[src/rtl/pipelined_wallace_adder_if.sv]
// Handshake bundle for pipelined_wallace_adder: operand-set input channel and result output channel.
interface pipelined_wallace_adder_if #(
  parameter int unsigned N_OPS = 6,
  parameter int unsigned W     = 8,
  parameter int unsigned TAG_W = 4
);
  localparam int unsigned OW = W + $clog2(N_OPS);

  logic                 in_valid;
  logic                 in_ready;
  logic [N_OPS*W-1:0]   in_ops;
  logic                 in_signed;
  logic [TAG_W-1:0]     in_tag;
  logic                 out_valid;
  logic                 out_ready;
  logic [OW-1:0]        out_sum;
  logic [TAG_W-1:0]     out_tag;

  modport master (
    output in_valid, in_ops, in_signed, in_tag, out_ready,
    input  in_ready, out_valid, out_sum, out_tag
  );

  modport slave (
    input  in_valid, in_ops, in_signed, in_tag, out_ready,
    output in_ready, out_valid, out_sum, out_tag
  );
endinterface

[src/rtl/pipelined_wallace_adder.sv]
// Three-stage multi-operand adder: operand capture, carry-save (Wallace) reduction, carry-propagate add.
// Valid/ready flow control with bubble collapsing; the tag and signed flag travel with each set.
module pipelined_wallace_adder #(
  parameter int unsigned N_OPS = 6,
  parameter int unsigned W     = 8,
  parameter int unsigned TAG_W = 4
) (
  input  logic                     clk,
  input  logic                     rst_n,
  pipelined_wallace_adder_if.slave bus
);
  localparam int unsigned OW    = W + $clog2(N_OPS);
  localparam int unsigned OPS_W = N_OPS * W;

  // Number of 3:2 compression levels needed to bring n rows down to two.
  function automatic int unsigned csa_levels(input int unsigned n);
    int unsigned c;
    int unsigned l;
    c = n;
    l = 0;
    while (c > 2) begin
      c = 2 * (c / 3) + c % 3;
      l++;
    end
    return l;
  endfunction

  localparam int unsigned LEVELS = csa_levels(N_OPS);

  function automatic logic [OW-1:0] extend(input logic [W-1:0] op, input logic sgn);
    return sgn ? {{(OW - W){op[W-1]}}, op} : {{(OW - W){1'b0}}, op};
  endfunction

  logic                 s1_valid;
  logic [OPS_W-1:0]     s1_ops;
  logic                 s1_signed;
  logic [TAG_W-1:0]     s1_tag;
  logic                 s2_valid;
  logic [OW-1:0]        s2_sum;
  logic [OW-1:0]        s2_carry;
  logic [TAG_W-1:0]     s2_tag;
  logic                 s3_valid;
  logic [OW-1:0]        s3_sum;
  logic [TAG_W-1:0]     s3_tag;

  logic                 s1_load;
  logic                 s2_load;
  logic                 s3_load;

  logic [OW-1:0]        row [N_OPS];
  logic [OW-1:0]        nxt [N_OPS];
  int unsigned          cnt;
  int unsigned          grp;
  logic [OW-1:0]        csa_sum;
  logic [OW-1:0]        csa_carry;

  // Ready chain: a stage loads when empty or when its contents leave this cycle.
  assign s3_load      = !s3_valid || bus.out_ready;
  assign s2_load      = !s2_valid || s3_load;
  assign s1_load      = !s1_valid || s2_load;
  assign bus.in_ready = s1_load;

  assign bus.out_valid = s3_valid;
  assign bus.out_sum   = s3_sum;
  assign bus.out_tag   = s3_tag;

  // Wallace reduction; the last level leaves its carry unshifted, the CPA applies the shift.
  always_comb begin
    for (int unsigned i = 0; i < N_OPS; i++) begin
      row[i] = extend(s1_ops[i*W +: W], s1_signed);
      nxt[i] = '0;
    end
    cnt = N_OPS;
    grp = 0;
    for (int unsigned lvl = 0; lvl < LEVELS; lvl++) begin
      grp = cnt / 3;
      for (int unsigned i = 0; i < N_OPS; i++) nxt[i] = '0;
      for (int unsigned g = 0; g < N_OPS / 3; g++) begin
        if (g < grp) begin
          nxt[2*g] = row[3*g] ^ row[3*g+1] ^ row[3*g+2];
          nxt[2*g+1] = (row[3*g] & row[3*g+1]) | (row[3*g] & row[3*g+2]) |
                       (row[3*g+1] & row[3*g+2]);
          if (lvl != LEVELS - 1) nxt[2*g+1] = nxt[2*g+1] << 1;
        end
      end
      for (int unsigned r = 0; r < 2; r++) begin
        if (3 * grp + r < cnt) nxt[2*grp+r] = row[3*grp+r];
      end
      cnt = 2 * grp + cnt % 3;
      for (int unsigned i = 0; i < N_OPS; i++) row[i] = nxt[i];
    end
    csa_sum   = row[0];
    csa_carry = row[1];
  end

  always_ff @(posedge clk or negedge rst_n) begin
    if (!rst_n) begin
      s1_valid  <= 1'b0;
      s1_ops    <= '0;
      s1_signed <= 1'b0;
      s1_tag    <= '0;
    end else if (s1_load) begin
      s1_valid <= bus.in_valid;
      if (bus.in_valid) begin
        s1_ops    <= bus.in_ops;
        s1_signed <= bus.in_signed;
        s1_tag    <= bus.in_tag;
      end
    end
  end

  always_ff @(posedge clk or negedge rst_n) begin
    if (!rst_n) begin
      s2_valid <= 1'b0;
      s2_sum   <= '0;
      s2_carry <= '0;
      s2_tag   <= '0;
    end else if (s2_load) begin
      s2_valid <= s1_valid;
      if (s1_valid) begin
        s2_sum   <= csa_sum;
        s2_carry <= csa_carry;
        s2_tag   <= s1_tag;
      end
    end
  end

  always_ff @(posedge clk or negedge rst_n) begin
    if (!rst_n) begin
      s3_valid <= 1'b0;
      s3_sum   <= '0;
      s3_tag   <= '0;
    end else if (s3_load) begin
      s3_valid <= s2_valid;
      if (s2_valid) begin
        s3_sum <= s2_sum + {s2_carry[OW-2:0], 1'b0};
        s3_tag <= s2_tag;
      end
    end
  end
endmodule

[src/flat_wrapper.sv]
// flat-port wrapper written by rule: the top's interface ports become plain ports
module pipelined_wallace_adder_flat 
#(
  parameter int unsigned N_OPS = 6,
  parameter int unsigned W     = 8,
  parameter int unsigned TAG_W = 4
)
  (clk, rst_n, bus_in_valid, bus_in_ops, bus_in_signed, bus_in_tag, bus_out_ready, bus_in_ready, bus_out_valid, bus_out_sum, bus_out_tag);
  pipelined_wallace_adder_if #(.N_OPS(N_OPS), .W(W), .TAG_W(TAG_W)) bus_i ();
  input  logic clk;
  input  logic rst_n;
  input wire logic [$bits(bus_i.in_valid)-1:0] bus_in_valid;
  input wire logic [$bits(bus_i.in_ops)-1:0] bus_in_ops;
  input wire logic [$bits(bus_i.in_signed)-1:0] bus_in_signed;
  input wire logic [$bits(bus_i.in_tag)-1:0] bus_in_tag;
  input wire logic [$bits(bus_i.out_ready)-1:0] bus_out_ready;
  output wire logic [$bits(bus_i.in_ready)-1:0] bus_in_ready;
  output wire logic [$bits(bus_i.out_valid)-1:0] bus_out_valid;
  output wire logic [$bits(bus_i.out_sum)-1:0] bus_out_sum;
  output wire logic [$bits(bus_i.out_tag)-1:0] bus_out_tag;
  assign bus_i.in_valid = bus_in_valid;
  assign bus_i.in_ops = bus_in_ops;
  assign bus_i.in_signed = bus_in_signed;
  assign bus_i.in_tag = bus_in_tag;
  assign bus_i.out_ready = bus_out_ready;
  assign bus_in_ready = bus_i.in_ready;
  assign bus_out_valid = bus_i.out_valid;
  assign bus_out_sum = bus_i.out_sum;
  assign bus_out_tag = bus_i.out_tag;
  pipelined_wallace_adder #(.N_OPS(N_OPS), .W(W), .TAG_W(TAG_W)) u_core (.clk(clk), .rst_n(rst_n), .bus(bus_i));
endmodule
[config.mk]
export PLATFORM = sky130hd
export DESIGN_NAME = pipelined_wallace_adder_flat
export DESIGN_NICKNAME = d
export VERILOG_FILES = /design/src/rtl/pipelined_wallace_adder_if.sv /design/src/rtl/pipelined_wallace_adder.sv /design/src/flat_wrapper.sv
export SDC_FILE = /design/constraint.sdc
export NUM_CORES = 1
export LEC_CHECK = 0
export BUFFER_PORTS_ARGS = -buffer_cell sky130_fd_sc_hd__buf_2
export CORE_ASPECT_RATIO = 1.75
export CORE_MARGIN = 2
export CORE_UTILIZATION = 40
export CTS_BUF_LIST = sky130_fd_sc_hd__clkbuf_16
export CTS_CLUSTER_DIAMETER = 100
export DETAILED_ROUTE_END_ITERATION = 6
export PLACE_DENSITY = 0.71
export REMOVE_ABC_BUFFERS = 1
export SLEW_MARGIN = 5
export SYNTH_ARGS = -nofsm -noshare
export SYNTH_HDL_FRONTEND = slang
export SYNTH_SLANG_ARGS = --single-unit
[constraint.sdc]
create_clock -name clk -period 7.6 [get_ports clk]
set_clock_uncertainty 0.15 [all_clocks]
set_input_delay 1.52 -clock clk [delete_from_list [all_inputs] [get_ports clk]]
set_output_delay 1.52 -clock clk [all_outputs]
set_load 0.01 [all_outputs]
==> impl_results.md <==
- Via density: 5.154
- Port buffer count: 73
- EDFF count, synth: 0
- Top Ports: 74
- Post-Route Utilization: 47.14%
- Crit path launch type: primary input
- Peak Freq: 237.8 MHz
- Via count: 2819
- Largest net degree at the start of global routing: 72
- Pwr Total: 2.068 mW
- Antenna Nets Post-Route: 0
- PD cells: 367.6 nW/um^2
- Critical path type: primary input to output pin
- Worst min-delay path category: register to register
- DRT iter0 DRCs: 114
- Outcome: finished, final reports clean
- Library cells used by synthesis: 47
- CTS Hold Bufs: 0
- Most frequent cells after synthesis: dfrtp_1 (95), mux2_2 (70), fa_1 (35), inv_1 (17), mux2_1 (13)
- Wire length per cell: 15.68 um
- Largest area contributor in the netlist: dfrtp_1
- Syn avg cell area: 14.76 sq um
- Num CTS Buffers: 9
- Crit end category: output pin
- Final setup viols: 0
- CP required: 5930 ps
- Diodes inserted: 0
- Fill cells: 1078
- Die H: 149.8 um
- H-tree levels: 3
- Clk Latency, worst-skew pair: 340 ps
- Clock power share: 22.9%
- Sw Ratio: 33.25%
- Comb pwr share: 41.3%
- Lkg Pwr: 2.508 nW
- Crit path DAT: 2540 ps
- Worst relative slew slack: 41.55%
- Top-count cell post-synth: dfrtp_1
- Synth warn: 0
- Die width: 87.30 um
- CP Max Fanout: 8
- Sink Count: 95
- Final worst path period share: 55.34%
- DRT Pass-1 Iters: 4
- Psw: 687.7 uW
- Number of global-route vias before repair: 3144
- Layout cell share with drive strength beyond 1: 40.98%
- RSZ-0062 raised after global routing: false
- Sequential power share: 35.8%
- Slew Viols, Final: 0
- Internal: 1.380 mW
- Tmin final: 4206 ps
- All-Layer GR Usage: 14.51%
- Syn Inst Count: 329
- Largest cells by area after synthesis: dfrtp_1 (49%), mux2_2 (16%), fa_1 (14%), mux2_1 (3.0%), ha_1 (2.6%)
- VDD IR max: 181.5 uV
- Post-synthesis sequential area ratio: 48.94%
- Post_cts resized: 0
- Full die area: 13080 sq um
- Starting Density: 40.69%
- Max-cap violation count: 0
- Post-CTS Setup Bufs: 0
- Synth top area share: 48.94%
- CORE AREA: 11940 sq um
- Cell row count: 53
- Hpwl dp: 6396 um
- Worst-path clk slew: 60 ps
- Minimum hold slack: 341.4 ps
- Area Growth Syn to Fin: 15.84%
- Max Buffers Root-to-Sink: 2
- Fin. Hold Viols: 0
- TritonCTS clock tree: built
- First-pass GRT wire length: 14650 um
- Final #Nets: 507
- Syn Std Cell Area: 4857 sq um
- Worst-margin pin slew: 876.7 ps
- Total Routed Length: 8578 um
- # DRC: 0
- Synth Flop Type: dfrtp_1
- Root buffer cell: clkbuf_16
- Setup tns final: 0 ps
- GRT overflow: 0
- FF+latch count, synth: 95
- Routability congestion estimate from global placement: 0.8340
- Async SR Flop Fraction: 100.0%
- Post-place setup slack: 3405 ps
- Antenna violations before repair: 0
- PnR worst setup slack: 3394 ps
-- power groups by stage --
| stage | clock network (mW) | logic, mW | registers (mW) |
|---|---|---|---|
| 6_report | 0.474 | 0.854 | 0.740 |
| 5_1_grt | 0.508 | 0.988 | 0.762 |
| 4_1_cts | 0.486 | 0.881 | 0.743 |
| 3_5_place_dp | 0 | 0.879 | 0.753 |
| 3_3_place_gp | 0 | 0.849 | 0.742 |
| 2_1_floorplan | 0 | 0.624 | 0.748 |
-- sequential cells by signal, summed over array words and instances, names as in the netlist --
signal,cells
u_core.s1_valid,1
u_core.s2_tag,4
u_core.s1_ops,48
u_core.s1_signed,1
u_core.s2_sum,11
u_core.s1_tag,4
u_core.s2_carry,9
u_core.bus.out_sum,11
u_core.bus.out_valid,1
u_core.bus.out_tag,4
u_core.s2_valid,1
-- metrics by stage --
stage,std cells,cell area [sq um]
after floorplan,320,4767
after global placement,531,5314
after detailed placement,531,5314
after CTS,547,5627
after global routing,547,5627
final,547,5627
-- area by class of cell --
type / instances / area, sq um / share of cell area (%)
flip-flops and latches: 95 / 2377 / 42.25
multi-input cells: 207 / 2322 / 41.27
clock buffers: 9 / 225.2 / 4.003
well taps: 137 / 171.4 / 3.046
inverters: 18 / 67.56 / 1.201
clock inverters: 7 / 87.58 / 1.557
repair buffers: 74 / 375.4 / 6.671
-- cell usage in the layout, fill, tap and decap left out, drive strengths merged, types with 3 or more instances in the layout --
cell type,n
ha,10
xnor2,4
xor2,4
nand4b,3
mux2,83
or4,3
clkinv,3
buf,74
clkbuf,9
a21o,3
nand2b,4
o21ai,12
nand2,11
inv,18
and2,4
fa,35
nand3,3
dfrtp,95
-- worst paths after layout --
check | from | end | slack [ps] | cells past startpoint
worst max-delay path | bus_out_ready | bus_in_ready | 3390 | 4
worst min-delay path | u_core.s1_tag[0] | u_core.s1_tag[0] | 340 | 1
worst max register to register | u_core.s1_signed | u_core.s2_sum[9] | 4850 | 7
worst min register to register | u_core.s1_tag[0] | u_core.s1_tag[0] | 340 | 1
max in group asynchronous | rst_n | u_core.s1_ops[15] | 5210 | 2
min in group asynchronous | rst_n | u_core.s1_ops[25] | 910 | 1
-- metal layers --
| layer | vias to the layer above | GRT usage (%) | part of all wire (%) |
|---|---|---|---|
| li1 | 1298 | - | - |
| met1 | 1445 | 15.59 | 36 |
| met2 | 61 | 26.36 | 58 |
| met3 | 15 | 3.696 | 4.2 |
| met4 | 0 | 5.923 | 2.1 |
| met5 | - | 0 | 0 |
-- worst max-delay path, stage by stage --
cell	delay [ps]
buf_2	100
nor2b_1	510
nand3_2	220
buf_2	190
-- cells by family after synthesis --
family / Yosys count / synth area share, %
adder cells (fa/ha/maj): 46 / 17.21
AND/OR/NAND/NOR: 36 / 4.740
AO/OA/AOI/OAI: 33 / 4.972
XOR/XNOR: 8 / 1.442
flip-flops: 95 / 48.94
buffers and inverters: 27 / 3.245
multiplexers: 84 / 19.45
No activity file was read; power rests on OpenSTA's default activity.
